`src/rtl/aoc_d16_pkg.sv`:
```
// Shared definitions for the puzzle-string RAM loader.
// Holds the ASCII constants, bus widths, packing constants and loader state enum.
package aoc_d16_pkg;

   localparam int unsigned ADDR_W           = 10;
   localparam int unsigned DATA_W           = 64;
   localparam int unsigned NIBBLES_PER_WORD = 16;
   localparam int unsigned NIB_IDX_W        = $clog2(NIBBLES_PER_WORD);
   localparam int unsigned SHIFT_W          = $clog2(DATA_W);
   localparam int unsigned COUNT_W          = 14;
   localparam logic [COUNT_W-1:0] COUNT_MAX = COUNT_W'(4095);

   localparam logic [7:0] ASCII_LF    = 8'h0A;
   localparam logic [7:0] ASCII_CR    = 8'h0D;
   localparam logic [7:0] ASCII_0     = 8'h30;
   localparam logic [7:0] ASCII_UC_A  = 8'h41;
   localparam logic [7:0] ASCII_LC_A  = 8'h61;

   typedef enum logic [1:0] {
      S_IDLE    = 2'd0,
      S_COLLECT = 2'd1,
      S_WRITE   = 2'd2,
      S_DONE    = 2'd3
   } load_state_e;

endpackage

```
`src/rtl/ram_loader_if.sv`:
```
// Character stream + RAM request bus of the loader.
//   in_data/in_valid/in_ready : ASCII character stream handshake
//   ramloader_*               : single-port RAM write request (active-low enables)
// master = loader side, slave = source/RAM controller side.
interface ram_loader_if;
   import aoc_d16_pkg::*;

   logic [7:0]        in_data;
   logic              in_valid;
   logic              in_ready;
   logic              ramloader_stall;
   logic              ramloader_ceb;
   logic              ramloader_web;
   logic [ADDR_W-1:0] ramloader_addr;
   logic [DATA_W-1:0] ramloader_wdata;

   modport master (
      input  in_data, in_valid, ramloader_stall,
      output in_ready, ramloader_ceb, ramloader_web, ramloader_addr, ramloader_wdata
   );

   modport slave (
      output in_data, in_valid, ramloader_stall,
      input  in_ready, ramloader_ceb, ramloader_web, ramloader_addr, ramloader_wdata
   );

endinterface

```
`src/rtl/hex_ascii_decode.sv`:
```
// Combinational ASCII classifier: hex digit -> nibble, LF/CR -> terminator.
//   ascii   : input character
//   nibble  : digit value (0 when not a hex digit)
//   is_hex  : character is an accepted hex digit
//   is_term : character is LF or CR
// Define RAM_LOADER_LOWERCASE_EN to also accept a-f as digits 10-15.
module hex_ascii_decode
   import aoc_d16_pkg::*;
(
   input  logic [7:0] ascii,
   output logic [3:0] nibble,
   output logic       is_hex,
   output logic       is_term
);

   always_comb begin
      nibble  = 4'd0;
      is_hex  = 1'b0;
      is_term = 1'b0;
      if (ascii >= ASCII_0 && ascii <= ASCII_0 + 8'd9) begin
         is_hex = 1'b1;
         nibble = 4'(ascii - ASCII_0);
      end
      else if (ascii >= ASCII_UC_A && ascii <= ASCII_UC_A + 8'd5) begin
         is_hex = 1'b1;
         nibble = 4'(ascii - ASCII_UC_A + 8'd10);
      end
`ifdef RAM_LOADER_LOWERCASE_EN
      else if (ascii >= ASCII_LC_A && ascii <= ASCII_LC_A + 8'd5) begin
         is_hex = 1'b1;
         nibble = 4'(ascii - ASCII_LC_A + 8'd10);
      end
`endif
      else if (ascii == ASCII_LF || ascii == ASCII_CR) begin
         is_term = 1'b1;
      end
   end

endmodule

```
`src/rtl/ram_loader.sv`:
```
// Packs an ASCII hex string into 64-bit words (MSB nibble first) and writes
// them to consecutive RAM addresses starting at 0.
//   clk, reset   : clock, synchronous active-high reset
//   bus          : ram_loader_if.master (char stream in, RAM request out)
//   load_done    : string fully stored, held until reset
//   nibble_count : hex digits stored, saturating at 4095
//   load_error   : sticky; invalid character or write past the last address
// Optional: RAM_LOADER_LOWERCASE_EN enables lowercase hex digits.
module ram_loader
   import aoc_d16_pkg::*;
(
   input  logic                clk,
   input  logic                reset,
   ram_loader_if.master        bus,
   output logic                load_done,
   output logic [COUNT_W-1:0]  nibble_count,
   output logic                load_error
);

   load_state_e          state, state_next;
   logic [DATA_W-1:0]    word_q, word_next;
   logic [NIB_IDX_W-1:0] idx_q, idx_next;
   logic [ADDR_W-1:0]    addr_q, addr_next;
   logic                 full_q, full_next;
   logic                 term_q, term_next;
   logic [COUNT_W-1:0]   count_q, count_next;
   logic                 err_q, err_next;
   logic                 in_ready_q, req_n_q, done_q;

   logic [3:0]           dec_nibble;
   logic                 dec_is_hex, dec_is_term;
   logic                 accept;
   logic [SHIFT_W-1:0]   shift;

   hex_ascii_decode u_dec (
      .ascii   (bus.in_data),
      .nibble  (dec_nibble),
      .is_hex  (dec_is_hex),
      .is_term (dec_is_term)
   );

   assign accept = in_ready_q & bus.in_valid;
   // Nibble idx lands at bit 4*(15-idx) so the first digit is the MSB nibble.
   assign shift  = SHIFT_W'((NIBBLES_PER_WORD - 1 - 32'(idx_q)) * 4);

   // Next-state and datapath update.
   always_comb begin
      state_next = state;
      word_next  = word_q;
      idx_next   = idx_q;
      addr_next  = addr_q;
      full_next  = full_q;
      term_next  = term_q;
      count_next = count_q;
      err_next   = err_q;
      case (state)
         S_IDLE, S_COLLECT: begin
            if (accept) begin
               if (dec_is_hex) begin
                  word_next = word_q | (DATA_W'(dec_nibble) << shift);
                  idx_next  = idx_q + NIB_IDX_W'(1);
                  if (count_q != COUNT_MAX) count_next = count_q + COUNT_W'(1);
                  if (idx_q == NIB_IDX_W'(NIBBLES_PER_WORD - 1)) begin
                     state_next = S_WRITE;
                     term_next  = 1'b0;
                  end
                  else begin
                     state_next = S_COLLECT;
                  end
               end
               else if (dec_is_term) begin
                  // Unused low nibbles are already zero in the cleared buffer.
                  if (idx_q == '0) begin
                     state_next = S_DONE;
                  end
                  else begin
                     state_next = S_WRITE;
                     term_next  = 1'b1;
                  end
               end
               else begin
                  err_next = 1'b1;
               end
            end
         end
         S_WRITE: begin
            // Past the last address the write is dropped without a RAM access.
            if (!bus.ramloader_stall || full_q) begin
               word_next  = '0;
               idx_next   = '0;
               state_next = term_q ? S_DONE : S_COLLECT;
               if (full_q)              err_next  = 1'b1;
               else if (addr_q == '1)   full_next = 1'b1;
               else                     addr_next = addr_q + ADDR_W'(1);
            end
         end
         S_DONE: begin
         end
         default: state_next = S_IDLE;
      endcase
   end

   // State and registered outputs.
   always_ff @(posedge clk) begin
      if (reset) begin
         state      <= S_IDLE;
         word_q     <= '0;
         idx_q      <= '0;
         addr_q     <= '0;
         full_q     <= 1'b0;
         term_q     <= 1'b0;
         count_q    <= '0;
         err_q      <= 1'b0;
         in_ready_q <= 1'b0;
         req_n_q    <= 1'b1;
         done_q     <= 1'b0;
      end
      else begin
         state      <= state_next;
         word_q     <= word_next;
         idx_q      <= idx_next;
         addr_q     <= addr_next;
         full_q     <= full_next;
         term_q     <= term_next;
         count_q    <= count_next;
         err_q      <= err_next;
         in_ready_q <= (state_next == S_IDLE) || (state_next == S_COLLECT);
         req_n_q    <= !((state_next == S_WRITE) && !full_next);
         done_q     <= (state_next == S_DONE);
      end
   end

   assign bus.in_ready        = in_ready_q;
   assign bus.ramloader_ceb   = req_n_q;
   assign bus.ramloader_web   = req_n_q;
   assign bus.ramloader_addr  = addr_q;
   assign bus.ramloader_wdata = word_q;
   assign load_done           = done_q;
   assign nibble_count        = count_q;
   assign load_error          = err_q;

endmodule

```
`src/flat_wrapper.sv`:
```
// flat-port wrapper written by rule: the top's interface ports become plain ports
module ram_loader_flat import aoc_d16_pkg::*;
  (clk, reset, load_done, nibble_count, load_error, bus_in_data, bus_in_valid, bus_ramloader_stall, bus_in_ready, bus_ramloader_ceb, bus_ramloader_web, bus_ramloader_addr, bus_ramloader_wdata);
  ram_loader_if bus_i ();
  input  logic clk;
  input  logic reset;
  output logic load_done;
  output logic [COUNT_W-1:0] nibble_count;
  output logic load_error;
  input wire logic [$bits(bus_i.in_data)-1:0] bus_in_data;
  input wire logic [$bits(bus_i.in_valid)-1:0] bus_in_valid;
  input wire logic [$bits(bus_i.ramloader_stall)-1:0] bus_ramloader_stall;
  output wire logic [$bits(bus_i.in_ready)-1:0] bus_in_ready;
  output wire logic [$bits(bus_i.ramloader_ceb)-1:0] bus_ramloader_ceb;
  output wire logic [$bits(bus_i.ramloader_web)-1:0] bus_ramloader_web;
  output wire logic [$bits(bus_i.ramloader_addr)-1:0] bus_ramloader_addr;
  output wire logic [$bits(bus_i.ramloader_wdata)-1:0] bus_ramloader_wdata;
  assign bus_i.in_data = bus_in_data;
  assign bus_i.in_valid = bus_in_valid;
  assign bus_i.ramloader_stall = bus_ramloader_stall;
  assign bus_in_ready = bus_i.in_ready;
  assign bus_ramloader_ceb = bus_i.ramloader_ceb;
  assign bus_ramloader_web = bus_i.ramloader_web;
  assign bus_ramloader_addr = bus_i.ramloader_addr;
  assign bus_ramloader_wdata = bus_i.ramloader_wdata;
  ram_loader u_core (.clk(clk), .reset(reset), .bus(bus_i), .load_done(load_done), .nibble_count(nibble_count), .load_error(load_error));
endmodule
```
`config.mk`:
```
export PLATFORM = sky130hd
export DESIGN_NAME = ram_loader_flat
export DESIGN_NICKNAME = d
export VERILOG_FILES = /design/src/rtl/aoc_d16_pkg.sv /design/src/rtl/ram_loader_if.sv /design/src/rtl/hex_ascii_decode.sv /design/src/rtl/ram_loader.sv /design/src/flat_wrapper.sv
export SDC_FILE = /design/constraint.sdc
export NUM_CORES = 1
export LEC_CHECK = 0
export CAP_MARGIN = 10
export CORE_ASPECT_RATIO = 0.75
export CORE_MARGIN = 2
export CORE_UTILIZATION = 55
export CTS_BUF_LIST = sky130_fd_sc_hd__clkbuf_8
export CTS_CLUSTER_DIAMETER = 80
export CTS_CLUSTER_SIZE = 28
export DETAILED_ROUTE_END_ITERATION = 16
export PLACE_DENSITY = 0.91
export SYNTH_ARGS = -nofsm -noshare
export SYNTH_HDL_FRONTEND = slang
export SYNTH_SLANG_ARGS = --single-unit
export TNS_END_PERCENT = 10
```
`constraint.sdc`:
```
create_clock -name clk -period 3.9 [get_ports clk]
set_input_delay 0.78 -clock clk [delete_from_list [all_inputs] [get_ports clk]]
set_output_delay 0.78 -clock clk [all_outputs]
set_load 0.05 [all_outputs]
```
==> out/results.ini <==
[power]
leakage_nw = 1.94
ir_drop_mv = 0.197
powerDensity_mw_per_mm2 = 319

[clock_network]
clk_latency_ps = 370
ctsHoldBuffers = 0
cts_tree = yes
path_clk_slew_ps = 100
cts_resized = 0
cts_made_buffers = 9
cts_buffer_depth = 2
htreeDepth = 3
cts_root_buf = clkbuf_8
cts_sinks = 100
cts_setup_buffers = 0

[flow_run]
cap_viol_max_count = 0

[route]
first_iter_violations = 294
via_count = 3715
drt_wl_total_mm = 10.9
vias_per_cell = 6.02
ant_nets = 0
wl_per_cell_um = 17.7
dr.pass1.iters = 6
drc_errors = 0

[cells_and_area]
ff_latch_area_sq_mm = 0.00200
multi_input_area_sq_mm = 0.00203
antenna_cells = 0
final_cells = 617
nNetsFinal = 532
layout-drive-gt1-share_pct = 12.2
fillers = 570
syn2layout_area_growth_pct = 29.9

[timing]
fmax_ghz = 0.318
setup-violations-final = 0
finalCritPeriodShare_pct = 80.6
timing.final.ws_setup_ps = 756
hold_viol = 0
setup_tns_ps = 0
skew_ps = 12.1
max_slew_margin_pct = 38.8
hold_slack_ps = 466
worst_slew_pin_slew_ps = 913
drv_slew = 0
rsz0062_at_grt = no
final.min_clock_period_ps = 3140

[hold_path]
whs_endpoint = u_core.load_error
min-delay-start = u_core.load_error
holdPathStages = 2
hp-class = reg2reg

[global_route]
grt_pass1_wl_mm = 17.2
grt_pass1_vias = 3476
gr-total-overflow = 0
grt_max_degree = 40
antenna_found_initial = 0
grt_usage_pct = 25.8

[setup_path]
worst_r2r_path_depth = 5
worstSetupPathType = in2reg
cp.arrival_ps = 3470
critPathMaxStageDelay_ps = 730
reg2reg_slack_ps = 1810
critPathRequiredTime_ps = 4220
r2r-end = u_core.bus.ramloader_wdata[19]
critPathMaxFanout = 16
crit_chain = clkdlybuf4s50_1 -> inv_1 -> ha_1 -> o21bai_1 -> a21oi_2 -> nand2_1 -> a221oi_4 -> a22o_2
r2r-start = u_core.state[0]
cp-end-kind = flip-flop
crit_slowest_cell = a221oi_4
worstSetupStartpointType = primary input

[yosys]
synthArstFlopShare_pct = 0
synth_area_leaders = dfxtp_1 48%, a22o_2 6.7%, a32o_1 3.8%
ys_seq_area_share_pct = 47.7
yosysTopAreaCellShare_pct = 47.7
synth_area_sq_mm = 0.00420
yosys_register_bits = 100
syn_inst = 414
netlist-cell-type-count = 58
synth_area_per_cell_sq_um = 10.1
syn_nets = 435
synthFlopType = dfxtp_1
synth_edf_count = 0
synth_top_area_cell = dfxtp_1
ys_warn_count = 0

[floorplanning]
start_util_pct = 57.0
placement_rows = 27
die_y_um = 79.7
core_sq_mm = 0.00736
dieWidth_um = 105
io-pin-count = 105
die_area_sq_mm = 0.00836

[placement]
dp_cells = 601
gp_congestion = 0.880
hpwl_mm = 7.78
pre_cts_slack_ps = 420
port_buffers = 104

[status]
status = completed

## kinds of logic after synthesis
logic type	synth area share, %
buf+inv	4.05
compound gates	24.0
fa+ha+maj	2.68
xor+xnor	2.50
simple gates	18.3
mux	0.715
flops	47.7
## registers in the layout, summed over array words and instances, names as in the netlist
signal / flops
u_core.idx_q: 4
u_core.bus.ramloader_ceb: 1
u_core.full_q: 1
u_core.bus.ramloader_addr: 10
u_core.load_error: 1
u_core.state: 2
u_core.bus.ramloader_wdata: 64
u_core.bus.in_ready: 1
u_core.nibble_count: 14
u_core.term_q: 1
u_core.load_done: 1
## cell type report
type | instances | share of cell area, %
well taps | 101 | 2.32
clock buffers | 10 | 2.52
repair buffers | 109 | 19.8
clock inverters | 6 | 0.872
inverters | 9 | 0.619
multi-input cells | 282 | 37.2
flip-flops and latches | 100 | 36.7
## Yosys cell counts, types with 4 or more instances
| master | count |
|---|---|
| a21oi_1 | 17 |
| a22o_1 | 12 |
| a22o_2 | 28 |
| a32o_1 | 16 |
| and3_1 | 14 |
| clkbuf_1 | 13 |
| dfxtp_1 | 100 |
| ha_1 | 9 |
| inv_1 | 9 |
| nand2_1 | 26 |
| nand3_1 | 12 |
| nand4_1 | 11 |
| nor2_1 | 29 |
| nor2b_1 | 4 |
| nor3_1 | 5 |
| o21ai_0 | 18 |
| o31ai_1 | 8 |
| or3_1 | 9 |
| or4_1 | 5 |
| xor2_1 | 11 |
## routing by layer
metal  global-route usage, %  share of wire [%]
met1                    35.2                 45
met2                    41.1                 47
met5                       0                  0
met4                    7.73                1.4
met3                    5.96                7.5
## stage by stage
step / cell area, sq um / util [%] / power, mW
final: 5460 / 74.1 / 1.74
after global routing: 5460 / 74.1 / 1.79
after CTS: 5460 / 74.1 / 1.74
after detailed placement: 5270 / 71.6 / 1.13
after global placement: 5270 / 71.6 / 1.13
after floorplan: 4200 / - / 1.10
## layout by cell type, fill, tap and decap left out, types with 2 or more instances in the layout
cell / netlist / final
a32o_1: 16 / 16
nand4bb_1: 3 / 3
nand2_1: 26 / 26
a21oi_1: 17 / 17
clkinvlp_4: 0 / 3
and3_1: 14 / 14
o211ai_1: 3 / 3
nand2b_1: 3 / 3
a21o_1: 2 / 2
o31ai_1: 8 / 8
nand4_1: 11 / 11
a22o_2: 28 / 28
and2b_2: 1 / 2
buf_4: 1 / 5
nand3_1: 12 / 12
dfxtp_1: 100 / 100
clkbuf_8: 2 / 10
xor2_1: 11 / 11
o2111ai_1: 2 / 2
nor4b_1: 3 / 3
mux2i_1: 3 / 3
a22o_1: 12 / 12
nor3_1: 5 / 5
or4_1: 5 / 5
a211oi_1: 2 / 2
nor2_1: 29 / 29
inv_1: 9 / 9
a221oi_4: 2 / 2
clkdlybuf4s50_1: 0 / 104
o21ai_0: 18 / 18
ha_1: 9 / 9
nor2b_1: 4 / 4
or3_1: 9 / 9
## worst max path at each step
stage | slack [ps] | depth (start not counted) | to | start
finish | 760 | 8 | u_core.bus.ramloader_wdata[1] | bus_in_data[0]
global route | 570 | 8 | u_core.bus.ramloader_wdata[45] | bus_in_data[1]
CTS | 780 | 8 | u_core.bus.ramloader_wdata[1] | bus_in_data[0]
detailed placement | 420 | 8 | u_core.bus.ramloader_wdata[25] | bus_in_data[0]
global placement | 620 | 8 | u_core.bus.ramloader_wdata[45] | bus_in_data[1]
floorplan | 1320 | 9 | u_core.bus.ramloader_wdata[26] | bus_in_data[0]
## report_power, final
| part | total (mW) | leakage (nW) | switching (mW) | internal (mW) |
|---|---|---|---|---|
| Clock | 0.631 | 0.0868 | 0.376 | 0.255 |
| Sequential | 1.03 | 0.806 | 0.00265 | 1.02 |
| Combinational | 0.0834 | 1.04 | 0.0541 | 0.0293 |
| Total | 1.74 | 1.94 | 0.433 | 1.31 |
## critical path, delay by kind of cell
kind,cells,cell delay [ps]
AND/OR/NAND/NOR,1,170
buffers and inverters,2,670
adder cells (fa/ha/maj),1,220
AO/OA/AOI/OAI,4,1620
(Power assumes the default switching activity.)
